## config.mk

```make
export PLATFORM = sky130hd
export DESIGN_NAME = lab_alu_seq
export DESIGN_NICKNAME = d
export VERILOG_FILES = /design/src/rtl/lab_alu_seq.sv
export SDC_FILE = /design/constraint.sdc
export NUM_CORES = 1
export LEC_CHECK = 0
export ABC_CLOCK_PERIOD_IN_PS = 1400
export CORE_MARGIN = 2
export CORE_UTILIZATION = 46
export DETAILED_ROUTE_END_ITERATION = 12
export PLACE_DENSITY_LB_ADDON = 0.08
export SLEW_MARGIN = 15
export SYNTH_ARGS = -nofsm -noshare
export SYNTH_HDL_FRONTEND = slang
export SYNTH_SLANG_ARGS = --single-unit
```

## constraint.sdc

```tcl
create_clock -name clk -period 1.4 [get_ports clk]
set_input_delay 0.28 -clock clk [delete_from_list [all_inputs] [get_ports clk]]
set_output_delay 0.28 -clock clk [all_outputs]
set_load 0.02 [all_outputs]
```

## src/rtl/lab_alu_seq.sv

```systemverilog
// lab_alu_seq: small sequential ALU with a ready/valid handshake on both sides.
// AND/OR/ADD finish in one cycle; MUL runs an LSB-first shift-add over WIDTH
// cycles. Results wait in HOLD until the consumer takes them, and op_count
// counts the results that were taken.
module lab_alu_seq #(
    parameter int WIDTH = 2,
    parameter int CNT_W = 8
) (
    input  logic               clk,
    input  logic               rst,
    input  logic               in_valid,
    output logic               in_ready,
    input  logic [WIDTH-1:0]   a,
    input  logic [WIDTH-1:0]   b,
    input  logic [1:0]         op,
    output logic               out_valid,
    input  logic               out_ready,
    output logic [2*WIDTH-1:0] f,
    output logic               busy,
    output logic [CNT_W-1:0]   op_count
);

    localparam int FW = 2 * WIDTH;
    localparam int CW = $clog2(WIDTH);

    typedef enum logic [1:0] {
        S_IDLE = 2'd0,
        S_MUL  = 2'd1,
        S_HOLD = 2'd2
    } state_t;

    state_t           state_q, state_d;
    logic [FW-1:0]    mcand_q, mcand_d;
    logic [WIDTH-1:0] mplier_q, mplier_d;
    logic [FW-1:0]    acc_q, acc_d;
    logic [CW-1:0]    bit_q, bit_d;
    logic [FW-1:0]    f_q, f_d;
    logic [CNT_W-1:0] op_count_q, op_count_d;

    logic          accept;
    logic          consume;
    logic          mul_last;
    logic [FW-1:0] acc_step;
    logic [FW-1:0] quick_res;

    assign accept   = in_valid && in_ready;
    assign consume  = (state_q == S_HOLD) && out_ready;
    assign mul_last = (bit_q == CW'(WIDTH - 1));
    // Partial product for the current multiplier bit folded into the accumulator.
    assign acc_step = acc_q + (mplier_q[0] ? mcand_q : '0);

    assign f        = f_q;
    assign op_count = op_count_q;

    // Single-cycle result for AND/OR/ADD; the ADD keeps its carry in bit WIDTH.
    always_comb begin
        quick_res = '0;
        case (op)
            2'b00:   quick_res = FW'(a & b);
            2'b01:   quick_res = FW'(a | b);
            default: quick_res = FW'({1'b0, a} + {1'b0, b});
        endcase
    end

    // State register.
    always_ff @(posedge clk) begin
        if (rst) begin
            state_q <= S_IDLE;
        end else begin
            state_q <= state_d;
        end
    end

    // Next-state logic; HOLD can accept a new operation in the cycle it is consumed.
    always_comb begin
        state_d = state_q;
        case (state_q)
            S_IDLE: begin
                if (accept) state_d = (op == 2'b11) ? S_MUL : S_HOLD;
            end
            S_MUL: begin
                if (mul_last) state_d = S_HOLD;
            end
            S_HOLD: begin
                if (accept) begin
                    state_d = (op == 2'b11) ? S_MUL : S_HOLD;
                end else if (consume) begin
                    state_d = S_IDLE;
                end
            end
            default: state_d = S_IDLE;
        endcase
    end

    // Handshake and status outputs decoded from the state.
    always_comb begin
        in_ready  = 1'b0;
        out_valid = 1'b0;
        busy      = 1'b0;
        case (state_q)
            S_IDLE:  in_ready = 1'b1;
            S_MUL:   busy = 1'b1;
            S_HOLD: begin
                in_ready  = out_ready;
                out_valid = 1'b1;
            end
            default: in_ready = 1'b0;
        endcase
    end

    // Datapath next values: operand capture, shift-add step, result and counter.
    always_comb begin
        mcand_d    = mcand_q;
        mplier_d   = mplier_q;
        acc_d      = acc_q;
        bit_d      = bit_q;
        f_d        = f_q;
        op_count_d = consume ? op_count_q + CNT_W'(1) : op_count_q;
        if (accept) begin
            if (op == 2'b11) begin
                mcand_d  = FW'(a);
                mplier_d = b;
                acc_d    = '0;
                bit_d    = '0;
            end else begin
                f_d = quick_res;
            end
        end else if (state_q == S_MUL) begin
            acc_d    = acc_step;
            mcand_d  = mcand_q << 1;
            mplier_d = mplier_q >> 1;
            bit_d    = bit_q + CW'(1);
            if (mul_last) f_d = acc_step;
        end
    end

    // Datapath registers; reset clears the result, counter and multiply state.
    always_ff @(posedge clk) begin
        if (rst) begin
            mcand_q    <= '0;
            mplier_q   <= '0;
            acc_q      <= '0;
            bit_q      <= '0;
            f_q        <= '0;
            op_count_q <= '0;
        end else begin
            mcand_q    <= mcand_d;
            mplier_q   <= mplier_d;
            acc_q      <= acc_d;
            bit_q      <= bit_d;
            f_q        <= f_d;
            op_count_q <= op_count_d;
        end
    end

endmodule

```

Word-level counts from Yosys, hierarchy flattened:

Index checks and enable logic that the tools add are counted.

* bits in registers: 25
* bits in latches: 0
* bits in writable memories: 0
* bits in read-only memories: 0
* input port bits: 10
* output and inout port bits: 15
* logic and storage cells: 58
* memories: 0

* $add $sub $neg: 4
* multipliers: 0
* divide/modulo/power cells: 0
* $lt $le $gt $ge: 0
* equality and inequality tests: 9
* shift-type cells: 0
* muxes and demuxes: 27
* bitwise operators: 2
* reduce and logical (&&, ||, !) cells: 9

Operator list (number)
* $mux W4: 11
* $mux W2: 8
* $add A8 B1 Y8 const B: 1
* $ne A2 B2 Y1 const B: 3
* $pmux W2 S3: 1
* $pmux W3 S2: 1
* $reduce_and A3 Y1: 2
* $mux W1: 5
* $add A4 B4 Y4: 1
* $eq A2 B1 Y1 const B: 2
* $eq A2 B2 Y1 const B: 2
* $logic_not A2 Y1: 2
* $reduce_bool A2 Y1: 2
* $add A2 B2 Y3: 1
* $ne A3 B3 Y1 const B: 1
* $and A2 B2 Y2: 1
* $logic_and A1 B1 Y1: 2
* $ne A2 B1 Y1 const B: 1
* $or A2 B2 Y2: 1
* $pmux W1 S2: 1
* $reduce_and A2 Y1: 1
* $add A1 B1 Y1 const B: 1

Logic depth before layout (Yosys ltp):

* word-level depth: 5
* depth in mapped cells: 7
* mapped depth without buffers: 6

Worst setup path after synthesis:

No wires, ideal clock.

* kind: register to register
* from: register mplier_q[0]
* to: register f_q[2] (netlist: f[2])
* library setup time: 91 ps
* data arrival time: 1472 ps
* required time: 1309 ps
* setup slack: -163 ps
* stages on the path, launching flop included: 7
* path through: dfxtp_1 > and2_1 > ha_1 > fa_1 > xor2_1 > o21ai_0 > a311oi_1

* word-level cells in the longest chain between the ends: 5

Ends and longest elaborated chain
* start, declared: line 34 `logic [WIDTH-1:0] mplier_q, mplier_d;`
* start signal, assigned: line 148 `mplier_q <= mplier_d;`
* $mux W4: line 50 `assign acc_step = acc_q + (mplier_q[0] ? mcand_q : '0);`
* $add A4 B4 Y4: line 50
* $mux W4: line 133 `if (mul_last) f_d = acc_step;`
* $mux W4: line 128 `end else if (state_q == S_MUL) begin`
* $mux W4: line 119 `if (accept) begin`
* end signal, assigned: line 144 `f_q <= '0;`
* end signal, assigned: line 151 `f_q <= f_d;`
* end, declared: line 37 `logic [FW-1:0] f_q, f_d;`

Every way passes these cells. The select of a mux whose other input is x is not followed.
A chain may end at the register's enable or synchronous reset.

Final worst setup path:

Same ends and word-level chain as after synthesis.

==> out/qor.csv <==
stage;metric;value;unit
outcome;status;finished, violations left;
outcome;failing checks;design-rule violations, negative setup slack;
route;Post-DRT Antenna Nets;0;
critical_path;Crit Path Category;reg -> reg;
synth;ys async rst share;0;
critical_path;Req. time, crit path;1.65;ns
sta;fin. max-slew vios;0;
critical_path;Critical Path Fanout Max;4;
route;Routed WL per cell;13.7;µm
sta;Fmax;0.621;GHz
sta;slew at the pin closest to its max-slew limit;0.299;ns
cts;htree depth;1;
cts;Clock transition at path regs;0.15;ns
sta;TNS Setup;-0.849;ns
sta;Tcrit/Tclk final;1.15;
global_route;Tot GR Track Use;0.206;
critical_path;CP endpoint kind;register;
final_layout;filler instances;225;
run;number of max-cap violations;0;
sta;Final Skew;0.00176;ns
synth;number of flops mapped to enable cells by yosys;0;
route;initial DRC count;45;
synth;XOR/XNOR Fraction of Synth Area;0.0574;
critical_path;Critical Path End;f[2]$_SDFFE_PP0P_;
final_layout;layout cells sized above 1;0.379;
sta;Hold Fails Final Rpt;0;
cts;TritonCTS clock tree;yes;
synth;Post-Syn Area;1370;µm²
synth;Synth Register Bits;25;
critical_path;WP depth;6;
sta;Max-slew headroom;0.800;
cts;CTS max path bufs;2;
placement;RePlAce Congestion;0.846;
floorplanning;total I/O pin count;25;
route;DR DRC count;3;
critical_path;Worst path slowest cell;dfxtp_2;
synth;top post-synthesis cells by area;dfxtp_1 36%, ha_1 7.3%, nor2_1 6.3%;
cts;worst skew pair latency;0.32;ns
placement;DPL Wire Length;2460;µm
critical_path;CP arrival;1.85;ns
floorplanning;die area;3440;µm²
critical_path;reg2reg path depth;6;
global_route;initial antenna violation count;0;
synth;Adder-Cell Fraction of Synth Area;0.102;
global_route;GR Overflow Total;0;
synth;Yosys top cell by area;dfxtp_1;
global_route;first-pass GRT wire length;5530;µm
synth;post-synthesis simple-gate area fraction;0.220;
route;final WL;3310;µm
synth;main combinational cell family by area after synthesis;simple AND/OR/NAND/NOR gates;
synth;YS warnings;0;
synth;mux cell area share after synthesis;0.0146;
floorplanning;Chip Width;58.6;µm
pwr;Cell Pwr Density;733;nW/µm²
critical_path;critical path, cell by cell;and2_4 -> ha_4 -> fa_2 -> xor2_2 -> o21ai_1 -> a311oi_1;
final_layout;footprint of the multi-input gates;932;µm²
synth;Mean Syn Cell Area;8.80;µm²
synth;synth cell count leaders;25 x dfxtp_1, 23 x nor2_1, 9 x a21oi_1;
final_layout;Reg area;508;µm²
synth;top-count cell post-synth;dfxtp_1;
pwr;Leakage;0.903;nW
critical_path;R2R Setup Slk;-0.21;ns
final_layout;Nets;232;
critical_path;delay-heaviest family, CP;adder cells;
global_route;largest net degree at the start of global routing;17;
synth;Synth cell types;41;
synth;syn_nets;176;
sta;RSZ-0062 raised after global routing;true;
route;first-pass iteration count of the detailed router;8;
sta;Worst Setup Slack, final;-0.209;ns
critical_path;CP Launch Type;register;
critical_path;CP bufs+invs;0;
floorplanning;die height;58.6;µm
route;mean number of vias per cell;5.42;
sta;min Tclk post-route;1.61;ns
synth;Syn Inst Count;156;
critical_path;CP peak stage delay;0.37;ns
cts;clock root cell;clkbuf_4;
critical_path;worst r2r dst;f[2]$_SDFFE_PP0P_;
critical_path;Critical R2R Launch;mplier_q[0]$_SDFFE_PP0P_;
sta;Fin Hold WS;0.349;ns
floorplanning;Initial Utilization;0.489;
cts;Clock Sinks;25;
final_layout;P&R area growth vs syn;47.8;%
global_route;vias in the first global route;1306;
critical_path;Worst setup startpoint;mplier_q[0]$_SDFFE_PP0P_;
min_path;worst hold path type;in -> reg;
route;Vias;1311;
synth;Seq/Total Area, Yosys;0.365;
min_path;Hold Crit Start;a[0];
placement;Port Buffer Count;24;
synth;Main synth FF type;dfxtp_1;
floorplanning;Core Area;2810;µm²
synth;post-synthesis compound-gate area fraction;0.185;
placement;Post-Place Setup Slack;-0.540;ns
final_layout;diode count;0;
floorplanning;row count;19;
pwr;peak supply drop;0.000703;V
cts;TritonCTS Buffers;3;
synth;share of the synthesized area in the top cell type;0.365;
sta;# setup viols final;7;
## area by class of cell
cell class	count	area share
Multi-Input combinational cell	115	0.460
Clock buffer	3	0.0111
Tap cell	31	0.0191
Clock inverter	1	0.00432
Sequential cell	25	0.250
Timing Repair Buffer	58	0.238
Inverter	9	0.0179
## placed cells by master (no fill, tap or decap), drive strengths merged, types with 3 or more instances in the layout
cell           instances
buf                   37
clkbuf                 7
a22oi                  5
a21oi                  9
nand3b                 5
xor2                   7
and2                   6
inv                   10
clkdlybuf4s50          6
o21ai                  6
nand2b                 3
nor2                  24
ha                     8
nand3                  4
nand2                  8
dfxtp                 25
a311oi                 4
dlygate4sd2            8
## metal layers
metal,global-route usage,wire [µm]
met3,0.0440,140
met2,0.360,1660
met4,0.0617,51
met1,0.255,1450
met5,0,0
## worst min-delay path by stage
| stage | to | slack [ns] | cells past startpoint |
|---|---|---|---|
| 3_3_place_gp | f[3]$_SDFFE_PP0P_ | 0.45 | 1 |
| 4_1_cts | state_q[1]$_SDFFE_PP0P_ | 0.42 | 4 |
| 3_5_place_dp | f[3]$_SDFFE_PP0P_ | 0.45 | 1 |
| 2_1_floorplan | mcand_q[0]$_SDFFE_PP0P_ | 0.42 | 2 |
| 6_report | mcand_q[0]$_SDFFE_PP0P_ | 0.35 | 4 |
| 5_1_grt | mcand_q[0]$_SDFFE_PP0P_ | 0.36 | 4 |
## worst min-delay path: stages
cell	delay (ns)
dlymetal6s2s_1	0.13
buf_4	0.14
nand2_1	0.05
a21oi_1	0.05
## logic make-up after synthesis
kind of cell,count (synthesis)
AOI/OAI and AO/OA,35
muxes,2
and+or+nand+nor,59
xor gates and xnor gates,9
buffers and inverters,16
adders and majority gates,10
DFF,25
## sequential cells by signal (all words and copies together) (netlist names)
signal,cells
op_count,8
mcand_q,4
f,4
acc_q,4
bit_q,1
mplier_q,2
state_q,2
## stage by stage
step | area, µm² | power (mW) | std cells | util
2_1_floorplan | 1380 | 0.943 | 156 | -
3_3_place_gp | 1820 | 1.09 | 231 | 0.648
3_5_place_dp | 1820 | 1.10 | 231 | 0.648
4_1_cts | 1920 | 1.46 | 239 | 0.686
5_1_grt | 2030 | 1.56 | 242 | 0.723
6_report | 2030 | 1.49 | 242 | 0.723
## report_power, final
group | leakage (nW) | switching [mW] | internal (mW)
logic | 0.680 | 0.186 | 0.190
clock network | 0.0183 | 0.235 | 0.116
registers | 0.205 | 0.0211 | 0.738
## timing repair
item	CTS	global route
pin swaps	9	11
cloned	0	0
hold buffers	0	0
setup endpoints to repair	26	25
resized for setup	41	36
setup buffers	4	3
(Power assumes the default switching activity.)
